`src/rtl/instr_fetch_pkg.sv`:
```
// Shared definitions for the instruction fetch stage: FSM encoding and HALT opcode.
package instr_fetch_pkg;

  localparam int unsigned OPCODE_W = 5;
  localparam logic [OPCODE_W-1:0] HALT_OP = 5'b11111;

  typedef enum logic [1:0] {
    IDLE  = 2'd0,
    FETCH = 2'd1,
    HALT  = 2'd2
  } fetch_state_e;

endpackage

```
`src/rtl/instr_fetch_pc_reg.sv`:
```
// Program counter register: load has priority over increment, otherwise holds.
module pc_reg #(
  parameter int unsigned ADDR_W   = 8,
  parameter int unsigned RESET_PC = 0
) (
  input  logic              clk,
  input  logic              rst_n,
  input  logic              i_load,
  input  logic [ADDR_W-1:0] i_load_pc,
  input  logic              i_inc,
  output logic [ADDR_W-1:0] o_pc
);

  logic [ADDR_W-1:0] r_pc;

  always_ff @(posedge clk or negedge rst_n) begin
    if (!rst_n) begin
      r_pc <= ADDR_W'(RESET_PC);
    end else if (i_load) begin
      r_pc <= i_load_pc;
    end else if (i_inc) begin
      r_pc <= r_pc + ADDR_W'(1);
    end
  end

  assign o_pc = r_pc;

endmodule

```
`src/rtl/instr_fetch.sv`:
```
// Instruction fetch stage: walks a combinational instruction memory and presents
// one instruction at a time to decode with a valid/ready handshake.
module instr_fetch
  import instr_fetch_pkg::*;
#(
  parameter int unsigned ADDR_W   = 8,
  parameter int unsigned INSTR_W  = 17,
  parameter int unsigned RESET_PC = 0
) (
  input  logic               clk,
  input  logic               rst_n,
  input  logic               start,
  output logic [ADDR_W-1:0]  imem_addr,
  input  logic [INSTR_W-1:0] imem_data,
  input  logic               redirect_valid,
  input  logic [ADDR_W-1:0]  redirect_pc,
  output logic               out_valid,
  input  logic               out_ready,
  output logic [INSTR_W-1:0] out_instr,
  output logic [ADDR_W-1:0]  out_pc,
  output logic               halted
);

  fetch_state_e r_state;
  fetch_state_e w_next_state;

  logic [ADDR_W-1:0]  w_pc;
  logic               w_load;
  logic               w_is_halt;
  logic               w_pc_inc;
  logic               r_out_valid;
  logic [INSTR_W-1:0] r_out_instr;
  logic [ADDR_W-1:0]  r_out_pc;
  logic               r_halted;

  pc_reg #(
    .ADDR_W   (ADDR_W),
    .RESET_PC (RESET_PC)
  ) u_pc_reg (
    .clk       (clk),
    .rst_n     (rst_n),
    .i_load    (redirect_valid),
    .i_load_pc (redirect_pc),
    .i_inc     (w_pc_inc),
    .o_pc      (w_pc)
  );

  // Redirect outranks both load and stall; a HALT word freezes the PC on itself.
  assign w_load    = (r_state == FETCH) && (!r_out_valid || out_ready) && !redirect_valid;
  assign w_is_halt = (imem_data[INSTR_W-1 -: OPCODE_W] == HALT_OP);
  assign w_pc_inc  = w_load && !w_is_halt;

  always_ff @(posedge clk or negedge rst_n) begin
    if (!rst_n) begin
      r_state <= IDLE;
    end else begin
      r_state <= w_next_state;
    end
  end

  always_comb begin
    w_next_state = r_state;
    case (r_state)
      IDLE:    if (start) w_next_state = FETCH;
      FETCH: begin
        if (redirect_valid)         w_next_state = FETCH;
        else if (w_load && w_is_halt) w_next_state = HALT;
      end
      HALT:    if (redirect_valid) w_next_state = FETCH;
      default: w_next_state = IDLE;
    endcase
  end

  // Output register: redirect flushes, load captures, acceptance drains.
  always_ff @(posedge clk or negedge rst_n) begin
    if (!rst_n) begin
      r_out_valid <= 1'b0;
      r_out_instr <= '0;
      r_out_pc    <= '0;
      r_halted    <= 1'b0;
    end else begin
      r_halted <= (w_next_state == HALT);
      if (redirect_valid) begin
        r_out_valid <= 1'b0;
      end else if (w_load) begin
        r_out_valid <= 1'b1;
        r_out_instr <= imem_data;
        r_out_pc    <= w_pc;
      end else if (out_ready) begin
        r_out_valid <= 1'b0;
      end
    end
  end

  assign imem_addr = w_pc;
  assign out_valid = r_out_valid;
  assign out_instr = r_out_instr;
  assign out_pc    = r_out_pc;
  assign halted    = r_halted;

endmodule

```
`config.mk`:
```
export PLATFORM = sky130hd
export DESIGN_NAME = instr_fetch
export DESIGN_NICKNAME = d
export VERILOG_FILES = /design/src/rtl/instr_fetch_pkg.sv /design/src/rtl/instr_fetch_pc_reg.sv /design/src/rtl/instr_fetch.sv
export SDC_FILE = /design/constraint.sdc
export NUM_CORES = 1
export LEC_CHECK = 0
export CORE_UTILIZATION = 30
export CTS_CLUSTER_DIAMETER = 120
export DETAILED_ROUTE_END_ITERATION = 16
export MAX_ROUTING_LAYER = met4
export PLACE_DENSITY = 0.63
export RECOVER_POWER = 50
export SYNTH_ARGS = -nofsm -noshare
export SYNTH_HDL_FRONTEND = slang
export SYNTH_SLANG_ARGS = --single-unit
export TNS_END_PERCENT = 10
```
`constraint.sdc`:
```
create_clock -name clk -period 4.7 [get_ports clk]
set_input_delay 0.705 -clock clk [delete_from_list [all_inputs] [get_ports clk]]
set_output_delay 0.705 -clock clk [all_outputs]
set_load 0.01 [all_outputs]
```
# Yosys cells after proc, flatten, opt, wreduce, memory -nomap -nowiden
# Cells that the tools add are included.
# word_totals
mem_bits_ro,0
input_bits,30
mem_count,0
regBits,37
latch_bits,0
output_inout_bits,35
elab_cells,34
ram_bits,0
# op_classes
n_div,0
reduce_logical,12
multipliers,0
n_shift,0
n_eq_ne,4
bitwise,1
addsub,1
mux,10
order_cmp,0
# ops
operator,count
two-way mux 8 bit,2
adder 8 x 1 -> 8 bit (second input constant),1
two-way mux 2 bit,4
case mux 2 bit (3 select lines),1
equality test 5 bit (second input constant),1
equality test 2 bit (second input constant),2
logical AND 1 bit,4
zero test 1 bit,3
two-way mux 1 bit,3
nonzero test 3 bit,1
equality test 2 x 1 -> 1 bit (second input constant),1
zero test 2 bit,1
AND reduction 2 bit,1
nonzero test 2 bit,1
logical OR 1 bit,1
NOT 1 bit,1

# Logic depth before layout (Yosys ltp)
# Gate-level depths: netlist of the first run.
# logic_depth
depth_word,9
mapped_depth,5
ltp_nobuf,5

# Modules after synthesis
# A second synthesis of the first run with hierarchy kept.
# hier_totals
hier_cells,121
area_unflattened_um2,1655.3
# modules_own_cells
mod,instances,area_each_um2,cells_per_inst,seq_area_each_um2
instr_fetch,1,1204.9,72,725.7
pc_reg,1,450.4,49,200.2

# Worst setup path after synthesis of the first run
# Ideal clock, no wire load.
# synth_timing
path_kind,input port to flip-flop
start,input out_ready
end,"register r_out_instr[0], in the netlist out_instr[0]"
setup_slack_ps,2837
setup_time_ps,125
arrival_time_ps,1738
t_required_ps,4575
n_path_buf,1
cell_stages,4
cell_sequence,or2b_2 nor3b_4 buf_6 mux2_2
# synth_via
elab_chain_cells,4
# synth_rtl
element,line_no,rtl
start: declaration,instr_fetch.sv:18,"input logic out_ready,"
logical OR 1 bit,instr_fetch.sv:49,assign w_load = (r_state == FETCH) && (!r_out_valid || out_ready) && !redirect_valid;
logical AND 1 bit (2 in series),instr_fetch.sv:49,
AND reduction 2 bit (no line),-,
end signal: assignment,instr_fetch.sv:87,r_out_instr <= imem_data;
end: declaration,instr_fetch.sv:32,logic [INSTR_W-1:0] r_out_instr;
# Every way passes these cells.
# A chain may end at the register's enable or synchronous reset.

# Worst setup path in the final report of the first run
# layout_timing
start,input redirect_valid
end,"register u_pc_reg.r_pc[6], in the netlist u_pc_reg.o_pc[6]"
# layout_via
elab_chain_cells,4
word_cells_on_any_way,5
cone_classes,mux (1); reduce/logical (4)
# layout_rtl
element,line_no,rtl
start: declaration,instr_fetch.sv:15,"input logic redirect_valid,"
zero test 1 bit,instr_fetch.sv:49,
logical AND 1 bit,instr_fetch.sv:49,
logical AND 1 bit,instr_fetch.sv:51,assign w_pc_inc = w_load && !w_is_halt;
nonzero test 2 bit (no line),-,
end signal: assignment,instr_fetch_pc_reg.sv:18,r_pc <= ADDR_W'(RESET_PC);
end signal: assignment,instr_fetch_pc_reg.sv:20,r_pc <= i_load_pc;
end signal: assignment,instr_fetch_pc_reg.sv:22,r_pc <= r_pc + ADDR_W'(1);
end: declaration,instr_fetch_pc_reg.sv:14,logic [ADDR_W-1:0] r_pc;
# Parallel ways exist; a longest one is shown, timed or not.

==> results.toml, run 1 <==
[run_status]
run_status = "complete, but fails checks"
violations = "capacitance limit, slew limit"

[power]
powerDensity_mw_per_mm2 = 517
ir_drop_mv = 0.246
leakage_nw = 0.994
power_mw = 1.25

[floorplanning]
floorplan.die.width_microns = 75.6
dieArea_sq_mm = 0.00571
die_h_microns = 75.6
start_util_pct = 31.4
placementRows = 26
pin_count = 65
fp.coreArea_sq_mm = 0.00517

[clock_network]
cts_resized = 0
h-tree-depth = 2
numCtsBuffers = 5
cts_setup_buffers = 0
clk_latency_ps = 290
clockBufferDepth = 2
cts_sinks = 37
holdBufCountCts = 0
cts_tree = "yes"
cts_root_buf = "clkbuf_8"
clk_pin_slew_ps = 80

[global_route]
grt.busiest_layer = "met2"
antenna_found_initial = 0
first_global_vias = 1179
grt_pass1_wl_microns = 5740
grt_use_met1_pct = 18.3
grt-ovfl-total = 0
grtUsageMet3_pct = 5.95
grt_max_degree = 38
grtUsageMet2_pct = 20.7
grt_use_total_pct = 14.3

[synth]
synth_ff_type = "dfrtp_1"
synthTopCellsByArea = "dfrtp_1 57%, mux2_2 17%, nand2_1 2.3%"
synth_edf_count = 0
synth_common_cells = "37 x dfrtp_1, 25 x mux2_2, 10 x nand2_1"
async_reset_ff_share_pct = 100
synth.distinct_cells = 32
synth_top_area_share_pct = 57.1
synthCells = 122
synthMostInstantiatedCell = "dfrtp_1"
yosys_warnings = 0
avgSynthCellArea_sq_um = 13.3
synth.cell_area_sq_mm = 0.00162
ys_seq_area_share_pct = 57.1
yosysTopAreaCell = "dfrtp_1"
syn-num-nets = 153
ys_ff_latch = 37

[setup_path]
crit_start = "redirect_valid"
arrival_ps = 2580
regToRegSetupSlack_ps = 3030
worstPathRequired_ps = 4880
path_max_fanout = 27
crit_path_end_kind = "flip-flop"
criticalPathCategory = "in2reg"
cp_slowest_cell = "dlygate4sd3_1"
worstSetupStartpointType = "input port"
r2r-start = "r_state[1]"
slowest_delay_ps = 820
crit_chain = "dlygate4sd3_1, nor3b_4, buf_4, o21ai_2, o311ai_1"

[finish]
area_delta_synth_final_pct = 49.3
drive_gt1_share_pct = 23.0
num-nets-final = 221
fillCellCount = 467
antenna_cells = 0
multi_input_area_sq_um = 663
final_util_pct = 46.9
seqCellArea_sq_um = 926

[timing]
timing.final.hold_violations = 0
skew_ps = 12.1
timing.final.crit_share_pct = 51.1
tns_ps = 0
grt_setup_unrepaired = "no"
worst_slew_pin_slew_ps = 1960
holdWs_ps = 500
max_slew_margin_pct = -31.0
fmax_mhz = 417
setup_viol = 0
slew_violations = 38
layout_min_cycle_time_ps = 2400

[routing]
drt_iter0_markers = 36
drtPass1Iterations = 4
routed_wl_microns = 3650
postRouteAntennaNets = 0
drt_drc_violations_left = 0
routed-via-count = 1193
wl_per_cell_microns = 14.0
vias_per_cell = 4.57

[worst_hold_path]
min_path_type = "reg2reg"
min-delay-start = "out_pc[6]"

[placement]
place_congestion = 0.768
port_buffers = 64
hpwl_microns = 2680

[run]
maxCapViolCount = 1
sequential cells by signal (all words and copies together) (netlist names):
register	cells
out_instr	17
out_pc	8
u_pc_reg.o_pc	8
r_state	2
halted	1
out_valid	1
worst paths after layout:
path | cells after the start | endpoint
max in group asynchronous | 1 | out_instr[12]
worst max register to register | 5 | u_pc_reg.o_pc[6]
worst min register to register | 1 | out_pc[6]
worst min-delay path | 1 | out_pc[6]
min in group asynchronous | 1 | out_instr[0]
worst max-delay path | 5 | u_pc_reg.o_pc[6]
stage by stage:
stage          cell area (sq um)  setup WS (ps)  cells
2_1_floorplan               1620           2840    122
3_3_place_gp                2320           2060    253
3_5_place_dp                2320           1940    253
4_1_cts                     2420           2240    261
5_1_grt                     2420           2130    261
6_report                    2420           2300    261
layout make-up:
| type | instances | area share, % |
|---|---|---|
| Sequential cell | 37 | 38.2 |
| Multi-Input combinational cell | 80 | 27.4 |
| Timing Repair Buffer | 65 | 26.5 |
| Clock buffer | 7 | 3.98 |
| Tap cell | 70 | 3.61 |
| Clock inverter | 1 | 0.207 |
| Inverter | 1 | 0.155 |
kinds of logic (layout without fill, tap and decap cells):
logic type / after synthesis / count (layout) / synth area share [%]
fa+ha+maj: 1 / 1 / 0.771
mux: 27 / 27 / 18.6
simple gates: 32 / 32 / 12.0
flops: 37 / 37 / 57.1
xor+xnor: 2 / 2 / 1.08
buf+inv: 5 / 74 / 2.08
compound gates: 18 / 18 / 8.48
critical path, delay by kind of cell:
family	cells	cell delay, ps
simple gates	1	270
buf+inv	2	1170
compound gates	2	430
routing by layer:
| layer | wire [microns] | vias up |
|---|---|---|
| met5 | 0 | - |
| met3 | 264 | 4 |
| met1 | 1560 | 579 |
| met4 | 40 | 0 |
| met2 | 1790 | 36 |
| li1 | - | 574 |
power by group:
group / leakage [nW] / internal (mW) / switching, mW
clock: 0.0542 / 0.132 / 0.108
sequential: 0.440 / 0.431 / 0.0733
combinational: 0.500 / 0.306 / 0.201
cell usage in the layout, fill, tap and decap left out, types with 2 or more instances in the layout:
master / n
nor2b_1: 4
clkbuf_8: 7
nand2_1: 10
mux2i_1: 2
dlygate4sd3_1: 17
mux2_2: 25
clkdlybuf4s50_1: 46
a21o_2: 2
xor2_1: 2
or4_1: 2
nand3_1: 4
o31a_1: 2
o311ai_1: 2
nor2_1: 2
dfrtp_1: 37
o21ai_0: 7
Power figures use the tool's default switching activity.
==> run 2, diff against run 1 <==
--- a/config.mk
+++ b/config.mk
@@ -9,7 +9,7 @@
 export CTS_CLUSTER_DIAMETER = 120
 export DETAILED_ROUTE_END_ITERATION = 16
 export MAX_ROUTING_LAYER = met4
-export PLACE_DENSITY = 0.63
+export PLACE_DENSITY = 0.65
 export RECOVER_POWER = 50
 export SYNTH_ARGS = -nofsm -noshare
 export SYNTH_HDL_FRONTEND = slang
==> constraint.sdc (replaced) <==
create_clock -name clk -period 2.1 [get_ports clk]
set_input_delay 0.315 -clock clk [delete_from_list [all_inputs] [get_ports clk]]
set_output_delay 0.315 -clock clk [all_outputs]
set_load 0.01 [all_outputs]
==> results.toml, run 2 (synthesized netlist as in run 1, its figures left out) <==
[floorplanning]
pin_count = 65
start_util_pct = 31.4
floorplan.die.width_microns = 75.6
fp.coreArea_sq_mm = 0.00517
dieArea_sq_mm = 0.00571
die_h_microns = 75.6
placementRows = 26

[setup_path]
crit_path_end_kind = "flip-flop"
criticalPathCategory = "in2reg"
worstSetupStartpointType = "input port"
path_max_fanout = 10
worstPathRequired_ps = 2330
arrival_ps = 1860

[global_route]
grt-ovfl-total = 0
grt_pass1_wl_microns = 5710
grt_use_total_pct = 14.4
first_global_vias = 1200
antenna_found_initial = 0
grt_max_degree = 38

[timing]
timing.final.crit_share_pct = 77.7
timing.final.hold_violations = 0
setup_viol = 0
layout_min_cycle_time_ps = 1630
max_slew_margin_pct = 38.0
slew_violations = 0
grt_setup_unrepaired = "no"
skew_ps = 2.37
tns_ps = 0
fmax_mhz = 613
worst_slew_pin_slew_ps = 931

[finish]
fillCellCount = 491
final_area_sq_mm = 0.00242
final_common_cell = "clkdlybuf4s50_1"
antenna_cells = 0
num-nets-final = 224
seqCellArea_sq_um = 926
largest_reg_flops = 17
multi_input_area_sq_um = 663
mostFrequentLayoutCells = "47 x clkdlybuf4s50_1, 37 x dfrtp_1, 25 x mux2_2"
layout.cells.non_filler = 264
drive_gt1_share_pct = 23.7
area_delta_synth_final_pct = 49.4

[clock_network]
holdBufCountCts = 0
cts_setup_buffers = 0
clk_latency_ps = 290
cts_resized = 0
clk_pin_slew_ps = 70
clockBufferDepth = 2
numCtsBuffers = 5
h-tree-depth = 2
cts_sinks = 37
cts_tree = "yes"
cts_root_buf = "clkbuf_8"

[placement]
place_congestion = 0.728
dp.cells = 256
place_area_sq_mm = 0.00235
hpwl_microns = 2580
port_buffers = 64

[routing]
top_layer = "met4"
drt_iter0_markers = 38
routed_wl_microns = 3570
routed-via-count = 1192
wl_met2_microns = 1640
drt_drc_violations_left = 0
drtPass1Iterations = 4
wirelength_met1_microns = 1590
postRouteAntennaNets = 0
vias_per_cell = 4.52
dr_wl_met3_microns = 285
wl_per_cell_microns = 13.5

[power]
ir_drop_mv = 0.616
leakage_nw = 0.997
powerDensity_mw_per_mm2 = 1130

[run]
maxCapViolCount = 0

[run_status]
run_status = "finished, final reports clean"

[worst_hold_path]
min_path_type = "in2async"
==> run 2: cell count changes in the layout (fill, tap and decap cells not counted), sizes merged <==
cell	delta
clkinv	+1
dlygate4sd3	-1
clkdlybuf4s50	+1
buf	+2
==> run 2: routing by layer <==
metal,GRT usage (%),vias to the layer above
met5,-,-
li1,-,581
met2,19.5,36
met3,6.75,6
met1,18.5,569
met4,5.56,0
==> run 2: cell type report <==
| class | instances | share of cell area (%) |
|---|---|---|
| Clock buffer | 6 | 2.99 |
| Tap cell | 70 | 3.61 |
| Multi-Input combinational cell | 80 | 27.3 |
| Clock inverter | 2 | 0.413 |
| Inverter | 1 | 0.155 |
| Timing Repair Buffer | 68 | 27.3 |
| Sequential cell | 37 | 38.2 |
==> run 2: worst paths after layout <==
kind                                     to    startpoint  slack, ps  cells after the start
min in group clk               out_instr[5]  out_instr[5]        500                      1
min reg2reg                    out_instr[5]  out_instr[5]        500                      1
max reg2reg                u_pc_reg.o_pc[4]     out_valid        510                      5
min                               out_pc[6]         rst_n        150                      1
max in group asynchronous     out_instr[14]         rst_n       1370                      1
max                        u_pc_reg.o_pc[4]     out_ready        470                      6
==> run 2: critical path: stages <==
cell and delay (ps):
clkdlybuf4s50_1 450, or2b_2 110, clkbuf_1 210, o211ai_4 180, or4_1 490, nand3_1 100
==> run 2: report_power, final <==
part	total, mW	internal, mW	switching, mW
clock network	0.477	0.230	0.247
logic	1.14	0.697	0.447
registers	1.12	0.965	0.151
total	2.74	1.89	0.846
==> run 2: metrics by stage <==
stage                     total power, mW  util, %  worst slack [ps]  hold slack [ps]
after detailed placement             2.34     45.4               182              468
after global placement               2.34     45.4               209              469
after CTS                            2.84     47.0               458              151
final                                2.74     46.9               468              152
after floorplan                      1.69        -               471             19.4
after global routing                 2.92     46.9               385              217
==> run 3, diff against run 2 <==
==> constraint.sdc (replaced) <==
create_clock -name clk -period 1.5 [get_ports clk]
set_input_delay 0.225 -clock clk [delete_from_list [all_inputs] [get_ports clk]]
set_output_delay 0.225 -clock clk [all_outputs]
set_load 0.01 [all_outputs]
==> results.toml, run 3 (synthesized netlist as in run 1, its figures left out) <==
[routing]
drt_drc_violations_left = 0
vias_per_cell = 4.62
wl_per_cell_microns = 13.6
drt_iter0_markers = 59
routed_wl_microns = 3860
drtPass1Iterations = 4
postRouteAntennaNets = 0
routed-via-count = 1317

[setup_path]
r2r-end = "out_pc[7]"
crit_path_end_kind = "flip-flop"
worstPathRequired_ps = 1670
r2r-start = "r_state[1]"
criticalPathCategory = "reg2reg"
arrival_ps = 1650
path_max_fanout = 6
regToRegSetupSlack_ps = 30
crit_start = "r_state[1]"
reg2reg_depth = 5
worstSetupStartpointType = "flip-flop"

[finish]
largest_reg_flops = 17
area_delta_synth_final_pct = 63.4
drive_gt1_share_pct = 32.1
final_common_cell = "clkdlybuf4s50_1"
fillCellCount = 470
antenna_cells = 0
num-nets-final = 245
mostFrequentLayoutCells = "56 x clkdlybuf4s50_1, 36 x dfrtp_1, 25 x mux2_2"

[run_status]
run_status = "finished, final reports clean"

[placement]
port_buffers = 64
place_congestion = 0.759
hpwl_microns = 2740

[timing]
timing.final.crit_share_pct = 98.2
holdWs_ps = 486
setup_viol = 0
timing.final.hold_violations = 0
slew_violations = 0
skew_ps = 6.81
grt_setup_unrepaired = "yes"
max_slew_margin_pct = 58.1
worst_slew_pin_slew_ps = 629
layout_min_cycle_time_ps = 1470
fmax_mhz = 679

[floorplanning]
pin_count = 65
die_h_microns = 75.6
dieArea_sq_mm = 0.00571
fp.coreArea_sq_mm = 0.00517
placementRows = 26
floorplan.die.width_microns = 75.6
start_util_pct = 31.4

[power]
power_mw = 4.31
leakage_nw = 1.13
ir_drop_mv = 0.793
powerDensity_mw_per_mm2 = 1630

[clock_network]
h-tree-depth = 2
cts_sinks = 37
cts_tree = "yes"
numCtsBuffers = 5
clockBufferDepth = 2
cts_root_buf = "clkbuf_8"
clk_pin_slew_ps = 70
clk_latency_ps = 290

[global_route]
grt_pass1_wl_microns = 5920
grt-ovfl-total = 0
antenna_found_initial = 0
first_global_vias = 1250
grt_use_total_pct = 14.7
grt_max_degree = 26

[run]
maxCapViolCount = 0

[worst_hold_path]
min_path_type = "in2async"
==> run 3: cell types whose count changed in the layout (fill, tap and decap cells not counted), sizes merged, moves of 2 or more <==
cell	previous run	this run
buf	3	20
clkbuf	8	10
clkdlybuf4s50	47	56
dlygate4sd2	0	5
dlygate4sd3	16	1
dlymetal6s2s	0	2
==> run 3: final cells by class <==
class                      count  area, sq um  share of cell area [%]
timing repair buffer          88          825                    31.1
clock buffer                   6         72.6                    2.74
clock inverter                 2         38.8                    1.46
inverter                       1         3.75                   0.142
tap                           70         87.6                    3.30
multi-input combinational     81          697                    26.3
sequential                    37          927                    35.0
==> run 3: power breakdown <==
part / switching [mW] / leakage [nW] / internal (mW)
Clock: 0.357 / 0.0554 / 0.499
Combinational: 0.724 / 0.639 / 1.18
Sequential: 0.199 / 0.438 / 1.35
Total: 1.28 / 1.13 / 3.03
==> run 3: repair_timing <==
action,CTS,global route
buffers inserted,3,3
gates cloned,0,3
endpoints found under the hold margin,23,0
resized for setup,8,13
hold buffers,1,0
setup endpoints to repair,9,28
pin swaps,0,2
==> run 3: worst max-delay path by stage <==
stage                                   to  slack (ps)  depth (start not counted)
after floorplan               out_instr[0]        -130                          4
after global placement        out_instr[2]        -230                          5
after detailed placement      out_instr[0]        -250                          5
after CTS                        out_pc[0]           5                          4
after global routing      u_pc_reg.o_pc[6]         -40                          6
final                            out_pc[7]          30                          5
==> run 3: routing by layer <==
metal	share of wire [%]	GRT usage (%)	up-vias
met3	6.2	4.37	6
met5	0	-	-
met4	1.2	6.17	0
met2	46	20.9	44
met1	46	19.5	636
li1	-	-	631
==> run 3: worst max-delay path, stage by stage, from the launching register on <==
cell	delay (ps)
dfrtp_1	390
nand2b_4	160
nor3b_4	180
buf_6	160
buf_6	130
mux2_2	340
==> run 3: through the flow <==
step / setup slack, ps / utilization [%] / instances / TNS, ps / instance area, sq um
4_1_cts: 5.03 / 49.7 / 279 / 0 / 2570
5_1_grt: -43.2 / 51.3 / 285 / -113 / 2650
2_1_floorplan: -129 / - / 122 / -2580 / 1620
3_5_place_dp: -246 / 47.0 / 267 / -7210 / 2430
3_3_place_gp: -228 / 47.0 / 267 / -6870 / 2430
6_report: 26.4 / 51.3 / 285 / 0 / 2650
